**src/rtl/hex_inverter_test_sequencer_pkg.sv**
```systemverilog
// Shared definitions for the hex inverter test sequencer.
//   state_e    : FSM state encoding (IDLE=0, DRIVE=1, SETTLE=2, CHECK=3, DONE=4)
//   PatIdxW    : width of the pattern index
//   pat_count(): number of patterns for a given gate count (all-zero, all-one, walking ones)
package hex_inverter_test_sequencer_pkg;

  typedef enum logic [2:0] {
    StIdle   = 3'd0,
    StDrive  = 3'd1,
    StSettle = 3'd2,
    StCheck  = 3'd3,
    StDone   = 3'd4
  } state_e;

  localparam int unsigned PatIdxW = 4;

  function automatic int unsigned pat_count(input int unsigned n_gates);
    return n_gates + 2;
  endfunction

endpackage

```
**src/rtl/hex_inverter_test_sequencer_patrom.sv**
```systemverilog
// Combinational pattern decode for the hex inverter test sequencer.
//   idx     in   PatIdxW   pattern index
//   pattern out  N_GATES   0 -> all-zero, 1 -> all-one, 2..N_GATES+1 -> walking one
// Out-of-range indices decode to all-zero.
module hex_inverter_test_sequencer_patrom
  import hex_inverter_test_sequencer_pkg::*;
#(
  parameter int unsigned N_GATES = 6
) (
  input  logic [PatIdxW-1:0] idx,
  output logic [N_GATES-1:0] pattern
);

  always_comb begin
    pattern = '0;
    if (idx == PatIdxW'(1)) begin
      pattern = '1;
    end else begin
      for (int unsigned i = 0; i < N_GATES; i++) begin
        if (32'(idx) == i + 32'd2) pattern[i] = 1'b1;
      end
    end
  end

endmodule

```
**src/rtl/hex_inverter_test_sequencer.sv**
```systemverilog
// Self-checking stimulus engine for an N_GATES-channel inverter bank. Steps through the
// pattern list, waits SETTLE cycles after each drive, compares y against ~a and reports
// a sticky per-channel fail mask plus a pass flag when the run ends.
//   clk, rst    in   clock, synchronous active-high reset
//   start       in   one-cycle pulse, honoured only when idle
//   a           out  stimulus to the inverter inputs
//   y           in   inverter outputs
//   busy        out  run in progress (cleared together with the done pulse)
//   done        out  one-cycle end-of-run pulse
//   pass        out  last run had no mismatch (valid while not busy)
//   fail_mask   out  sticky per-channel mismatch bits
//   pat_idx     out  index of the applied pattern
// Build option: HEX_INV_SEQ_STOP_ON_FAIL_EN ends the run at the first failing pattern,
// leaving pat_idx and a on that pattern.
module hex_inverter_test_sequencer
  import hex_inverter_test_sequencer_pkg::*;
#(
  parameter int unsigned N_GATES = 6,
  parameter int unsigned SETTLE  = 4
) (
  input  logic               clk,
  input  logic               rst,
  input  logic               start,
  output logic [N_GATES-1:0] a,
  input  logic [N_GATES-1:0] y,
  output logic               busy,
  output logic               done,
  output logic               pass,
  output logic [N_GATES-1:0] fail_mask,
  output logic [3:0]         pat_idx
);

  localparam logic [PatIdxW-1:0] Last       = PatIdxW'(pat_count(N_GATES) - 1);
  localparam logic [7:0]         SettleInit = 8'(SETTLE - 1);

  state_e             state_q;
  logic [7:0]         cnt_q;
  logic [N_GATES-1:0] pattern;
  logic [N_GATES-1:0] mism;
  logic [N_GATES-1:0] mask_nxt;
  logic               stop;

  hex_inverter_test_sequencer_patrom #(
    .N_GATES (N_GATES)
  ) u_patrom (
    .idx     (pat_idx),
    .pattern (pattern)
  );

  // Case-equality so an X/Z on y is flagged as a mismatch rather than propagating.
  always_comb begin
    mism = '0;
    for (int unsigned i = 0; i < N_GATES; i++) begin
      mism[i] = (y[i] === ~a[i]) ? 1'b0 : 1'b1;
    end
    mask_nxt = fail_mask | mism;
`ifdef HEX_INV_SEQ_STOP_ON_FAIL_EN
    stop = |mism;
`else
    stop = 1'b0;
`endif
  end

  always_ff @(posedge clk) begin
    if (rst) begin
      state_q   <= StIdle;
      cnt_q     <= '0;
      a         <= '0;
      busy      <= 1'b0;
      done      <= 1'b0;
      pass      <= 1'b0;
      fail_mask <= '0;
      pat_idx   <= '0;
    end else begin
      done <= 1'b0;
      unique case (state_q)
        StIdle: begin
          if (start) begin
            pat_idx   <= '0;
            fail_mask <= '0;
            pass      <= 1'b0;
            busy      <= 1'b1;
            state_q   <= StDrive;
          end
        end
        StDrive: begin
          a       <= pattern;
          cnt_q   <= SettleInit;
          state_q <= StSettle;
        end
        StSettle: begin
          if (cnt_q == 8'd0) state_q <= StCheck;
          else               cnt_q   <= cnt_q - 8'd1;
        end
        StCheck: begin
          fail_mask <= mask_nxt;
          if (pat_idx == Last || stop) begin
            // done/busy/pass change together so pass is valid the moment busy drops.
            done    <= 1'b1;
            busy    <= 1'b0;
            pass    <= (mask_nxt == '0);
            state_q <= StDone;
          end else begin
            pat_idx <= pat_idx + 4'd1;
            state_q <= StDrive;
          end
        end
        StDone: begin
          state_q <= StIdle;
        end
        default: begin
          state_q <= StIdle;
        end
      endcase
    end
  end

endmodule

```
**config.mk**
```make
export PLATFORM = sky130hd
export DESIGN_NAME = hex_inverter_test_sequencer
export DESIGN_NICKNAME = d
export VERILOG_FILES = /design/src/rtl/hex_inverter_test_sequencer_pkg.sv /design/src/rtl/hex_inverter_test_sequencer_patrom.sv /design/src/rtl/hex_inverter_test_sequencer.sv
export SDC_FILE = /design/constraint.sdc
export NUM_CORES = 1
export LEC_CHECK = 0
export CORE_MARGIN = 5
export CORE_UTILIZATION = 35
export CTS_CLUSTER_DIAMETER = 120
export DETAILED_ROUTE_END_ITERATION = 7
export GPL_TIMING_DRIVEN = 0
export HOLD_SLACK_MARGIN = 0.06
export PLACE_DENSITY = 0.65
export SLEW_MARGIN = 20
export SYNTH_ARGS = -nofsm -noshare
export SYNTH_HDL_FRONTEND = slang
export SYNTH_SLANG_ARGS = --single-unit
```
**constraint.sdc**
```tcl
create_clock -name clk -period 4.31 [get_ports clk]
set_input_delay 0.431 -clock clk [delete_from_list [all_inputs] [get_ports clk]]
set_output_delay 0.431 -clock clk [all_outputs]
set_load 0.02 [all_outputs]
```
; ---- Yosys cells after proc, flatten, opt, wreduce, memory -nomap -nowiden
; Cells that the tools add are included.
[word_totals]
ramBits = 0
output_inout_bits = 19
mem_count = 0
latchBits = 0
reg_bits = 30
romBits = 0
elab_cells = 80
[op_classes]
eq_ne = 21
reduce_logical = 11
bitwise_logic = 8
n_addsub = 2
shifts = 0
magnitude_cmp = 0
mul = 0
div = 0
n_mux = 30
[ops]
columns = operator, n
row1 = "4-bit by 3-bit == test with 1-bit output, second input constant", 4
row2 = 1-bit two-way mux, 16
row3 = 8-bit case mux with 2 select lines, 1
row4 = 6-bit two-way mux, 2
row5 = 3-bit case mux with 4 select lines, 1
row6 = 6-bit case mux with 2 select lines, 1
row7 = "2-bit inequality test, second input constant", 5
row8 = 3-bit two-way mux, 3
row9 = "4-bit by 2-bit == test with 1-bit output, second input constant", 2
row10 = 8-bit zero test, 1
row11 = 4-bit two-way mux, 2
row12 = 8-bit two-way mux, 1
row13 = 4-bit case mux with 2 select lines, 1
row14 = "8-bit by 1-bit subtractor with 8-bit output, second input constant", 1
row15 = 1-bit inverter, 7
row16 = "3-bit by 2-bit == test with 1-bit output, second input constant", 2
row17 = 1-bit case equality test, 6
row18 = 6-bit zero test, 1
row19 = 6-bit OR, 1
row20 = 2-bit AND reduction, 3
row21 = 3-bit AND reduction, 2
row22 = "4-bit by 1-bit adder with 4-bit output, second input constant", 1
row23 = "4-bit by 1-bit == test with 1-bit output, second input constant", 1
row24 = 1-bit case mux with 2 select lines, 2
row25 = other kinds (4), 5

; ---- Depth between registers and ports, before layout
[depth]
word_depth = 7
depth_mapped = 6

; ---- Modules after synthesis
; Synthesis repeated with hierarchy kept, for this count alone.
[hier_totals]
hier_cells = 159
area_unflattened_um2 = 1426.4
[modules_own_cells]
columns = module, cells_each, instances, seq_area_each_um2, area_per_inst_um2
row1 = hex_inverter_test_sequencer, 147, 1, 600.6, 1346.3
row2 = hex_inverter_test_sequencer_patrom, 12, 1, 0.0, 80.1

; ---- Worst setup path before layout
; Ideal clock, no wire load.
[synth_timing]
kind = reg-to-reg
startpoint = reg cnt_q[0]
endpoint = reg cnt_q[0]
path_buffers = 0
synth_period_minus_slack_ns = 1.617
path_stages_with_launch = 7
t_arrival_ns = 1.483
slack_ns = 2.693
cell_sequence = dfxtp_1 -> inv_1 -> ha_1 -> or4b_4 -> o21a_1 -> nor3_1 -> a211oi_1
[synth_between]
elab_chain_cells = 3
word_cells_on_any_way = 6
classes_between = add/sub: 1 / eq/ne: 1 / mux: 2 / reduce/logical: 2
[synth_lines]
columns = element, line_no
row1 = start: declaration, hex_inverter_test_sequencer.sv:37  ; logic [7:0] cnt_q;
row2 = start signal: assignment, hex_inverter_test_sequencer.sv:88  ; cnt_q <= SettleInit;
row3 = start signal: assignment, hex_inverter_test_sequencer.sv:93  ; else cnt_q <= cnt_q - 8'd1;
row4 = 8-bit by 1-bit subtractor with 8-bit output / 8-bit zero test (equally long branches), "hex_inverter_test_sequencer.sv:93, hex_inverter_test_sequencer.sv:92"
row5 = 8-bit two-way mux / 2-bit inequality test (equally long branches), -
row6 = 8-bit case mux with 2 select lines / 2-bit AND reduction (equally long branches), -
; Parallel ways exist; a longest one is shown, timed or not. The select of a mux whose other input is x is not followed.
; A chain may end at the register's enable or synchronous reset.

; ---- Final worst setup path
[layout_timing]
startpoint = in start
endpoint = reg pat_idx[1]
[layout_between]
elab_chain_cells = 2
[layout_lines]
columns = element, line_no
row1 = start: declaration, hex_inverter_test_sequencer.sv:23  ; input logic start,
row2 = 2-bit inequality test (no source line), -
row3 = 3-bit AND reduction (no source line), -
row4 = end signal: assignment, hex_inverter_test_sequencer.sv:104  ; pat_idx <= pat_idx + 4'd1;
row5 = end: declaration, hex_inverter_test_sequencer.sv:30  ; output logic [3:0] pat_idx
; No other way between the ends.

==> results.sh <==
export IMPL_synth_top_area_cell="dfxtp_1"
export IMPL_fin_area_mm2=0.00186
export IMPL_dp_slack_ns=1.91
export IMPL_htreeDepth=2
export IMPL_drt_initial_drc_count=54
export IMPL_diodes=0
export IMPL_hold_buffers=0
export IMPL_core_region_area_mm2=0.00400
export IMPL_critPathMaxFanout=5
export IMPL_ff_latch_area_um2=601
export IMPL_boundaryPins=28
export IMPL_path_clk_slew_ns=0.07
export IMPL_die_height_um=74.3
export IMPL_clockPowerShare_pct=25.9
export IMPL_grt_pass1_vias=1092
export IMPL_synth_area_per_cell_um2=9.09
export IMPL_period_share_pct=49.1
export IMPL_nets=206
export IMPL_cp_cell_sequence="clkdlybuf4s50_1 -> nor4b_1 -> nor2_1 -> o21ai_0 -> a21oi_1"
export IMPL_critPathTopFamily="simple AND/OR/NAND/NOR gates"
export IMPL_outcome="complete, no violations"
export IMPL_place_area_mm2=0.00177
export IMPL_yosysSeqAreaShare_pct=41.6
export IMPL_grt_ovfl_total=0
export IMPL_crit_slowest_cell="nor4b_1"
export IMPL_cts_tree="yes"
export IMPL_cp_end_kind="flip-flop"
export IMPL_cts_root_buf="clkbuf_8"
export IMPL_syn_nets=173
export IMPL_cts_setup_buffers=0
export IMPL_post_cts_resized=0
export IMPL_leakagePower_nw=0.649
export IMPL_grt_pass1_wl_mm=5.34
export IMPL_fin_cells=243
export IMPL_rows=23
export IMPL_fmaxAchievable_ghz=0.472
export IMPL_synthFlopType="dfxtp_1"
export IMPL_io_buffers=26
export IMPL_p_total_mw=0.915
export IMPL_rsz0062_at_grt="false"
export IMPL_area_growth_pct=28.9
export IMPL_wl_per_cell_um=13.7
export IMPL_dr_pass1_iters=4
export IMPL_tns_ns=0
export IMPL_internal_power_mw=0.592
export IMPL_synth_distinct_cells=41
export IMPL_switching_share_pct=35.3
export IMPL_die_w_um=74.3
export IMPL_ys_ff_latch=30
export IMPL_dpl_cell_count=235
export IMPL_fin_skew_ns=0.00801
export IMPL_synth_enable_flop_cells=0
export IMPL_setup_violations_final=0
export IMPL_via_per_inst=5.11
export IMPL_antenna_found_initial=0
export IMPL_cpPeakStageDelay_ns=0.91
export IMPL_hold_class="flip-flop to flip-flop"
export IMPL_drv_slew=0
export IMPL_nFillCells=385
export IMPL_multiInputGateArea_um2=781
export IMPL_layout_drive_gt1_share_pct=9.33
export IMPL_max_cap_viol_count=0
export IMPL_fin_ws_ns=2.19
export IMPL_ir_worst_vdd_mv=0.208
export IMPL_yosysWarnings=0
export IMPL_grt_usage_pct=12.7
export IMPL_worst_pin_slew_ns=1.11
export IMPL_cts_sinks=30
export IMPL_powerDensity_mw_per_mm2=491
export IMPL_seq_power_share_pct=38.5
export IMPL_clock_path_buffers=2
export IMPL_synthArstFlopShare_pct=0
export IMPL_cp_arrival_ns=2.27
export IMPL_gp_congestion=0.792
export IMPL_num_vias=1241
export IMPL_start_util_pct=36.1
export IMPL_cts_buffers=5
export IMPL_drc=0
export IMPL_p_switching_mw=0.323
export IMPL_fp_dieArea_mm2=0.00551
export IMPL_cp_buffers_inverters=1
export IMPL_synth_area_leaders="dfxtp_1 42%, nor2_1 7.0%, xnor2_1 4.8%"
export IMPL_syn_instance_count=159
export IMPL_final_util_pct=46.6
export IMPL_grt_max_degree=11
export IMPL_finalHoldViolations=0
export IMPL_whs_ns=0.498
export IMPL_slew_headroom_pct=24.7
export IMPL_yosysTopAreaCellShare_pct=41.6
export IMPL_period_needed_ns=2.12
export IMPL_start_kind="primary input"
export IMPL_routed_wl_mm=3.32
export IMPL_crit_required_ns=4.47
export IMPL_p_comb_share_pct=35.6
export IMPL_synth_area_mm2=0.00145
export IMPL_worstSetupPathType="primary input to flip-flop"
export IMPL_clk_latency_ns=0.28
export IMPL_dp_hpwl_mm=2.42
export IMPL_antenna_left=0
==> registers in the layout (all words and copies together) (netlist names) <==
| signal | cells |
|---|---|
| fail_mask | 6 |
| state_q | 3 |
| done | 1 |
| pat_idx | 4 |
| pass | 1 |
| a | 6 |
| cnt_q | 8 |
| busy | 1 |
==> worst min-delay path, cell delays in order, from the launching register on <==
cell	delay [ns]
dfxtp_1	0.33
o31ai_1	0.07
a21oi_1	0.05
==> routing by layer <==
metal	wire length, um	part of all wire, %	global-route usage (%)	up-vias
li1	-	-	-	640
met5	0	0	0	-
met1	1570	47	16.5	569
met3	177	5.3	4.46	5
met2	1530	46	20.0	27
met4	36	1.1	3.56	0
==> layout by cell type (no fill, tap or decap), types with 6 or more instances in the layout <==
cell / Yosys / layout
clkdlybuf4s50_1: 0 / 26
nor2_1: 27 / 27
nand2_1: 7 / 7
clkbuf_8: 0 / 6
dfxtp_1: 30 / 30
nor3_1: 9 / 9
a21oi_1: 8 / 8
xnor2_1: 8 / 8
==> final timing paths <==
path | start | endpoint | slack (ns) | cells after the start
hold / removal | cnt_q[7] | cnt_q[7] | 0.50 | 2
setup / recovery | start | pat_idx[1] | 2.19 | 5
hold reg to reg | cnt_q[7] | cnt_q[7] | 0.50 | 2
setup reg to reg | state_q[0] | pat_idx[1] | 2.37 | 5
==> cells by family (layout without fill, tap and decap cells) <==
| logic type | after synthesis | count (layout) | share of synthesized area, % |
|---|---|---|---|
| fa+ha+maj | 5 | 5 | 4.33 |
| xor+xnor | 12 | 12 | 7.27 |
| flops | 30 | 30 | 41.6 |
| mux | 1 | 1 | 0.693 |
| compound gates | 29 | 29 | 13.6 |
| buf+inv | 12 | 46 | 4.42 |
| simple gates | 70 | 70 | 28.1 |
==> cell type report <==
cell class                      instances  share of cell area [%]
Buffer                                  8                    2.62
Clock buffer                            6                    4.43
Sequential cell                        30                    32.2
Multi-Input combinational cell        117                    41.9
Clock inverter                          2                   0.672
Timing Repair Buffer                   26                    14.0
Tap cell                               50                    3.36
Inverter                                4                   0.806
==> cell usage after synthesis (2+ instances only) <==
| master | count |
|---|---|
| xor2_1 | 4 |
| xnor2_1 | 8 |
| nor2_1 | 27 |
| ha_1 | 5 |
| nand4b_1 | 2 |
| dfxtp_1 | 30 |
| nor2b_1 | 2 |
| nand2_1 | 7 |
| inv_1 | 4 |
| buf_6 | 2 |
| clkbuf_1 | 5 |
| o21ai_0 | 2 |
| nor3_1 | 9 |
| o211ai_1 | 4 |
| nand3b_1 | 3 |
| a22oi_1 | 5 |
| nor4_1 | 4 |
| a21oi_1 | 8 |
| a211oi_1 | 5 |
| a2bb2oi_1 | 2 |
==> power by group through the flow <==
stage	combinational (mW)	sequential (mW)	clock [mW]
final	0.326	0.352	0.237
after global routing	0.362	0.355	0.253
after CTS	0.328	0.351	0.241
after detailed placement	0.320	0.357	0
after global placement	0.315	0.356	0
after floorplan	0.219	0.369	0
Power figures use the tool's default switching activity.
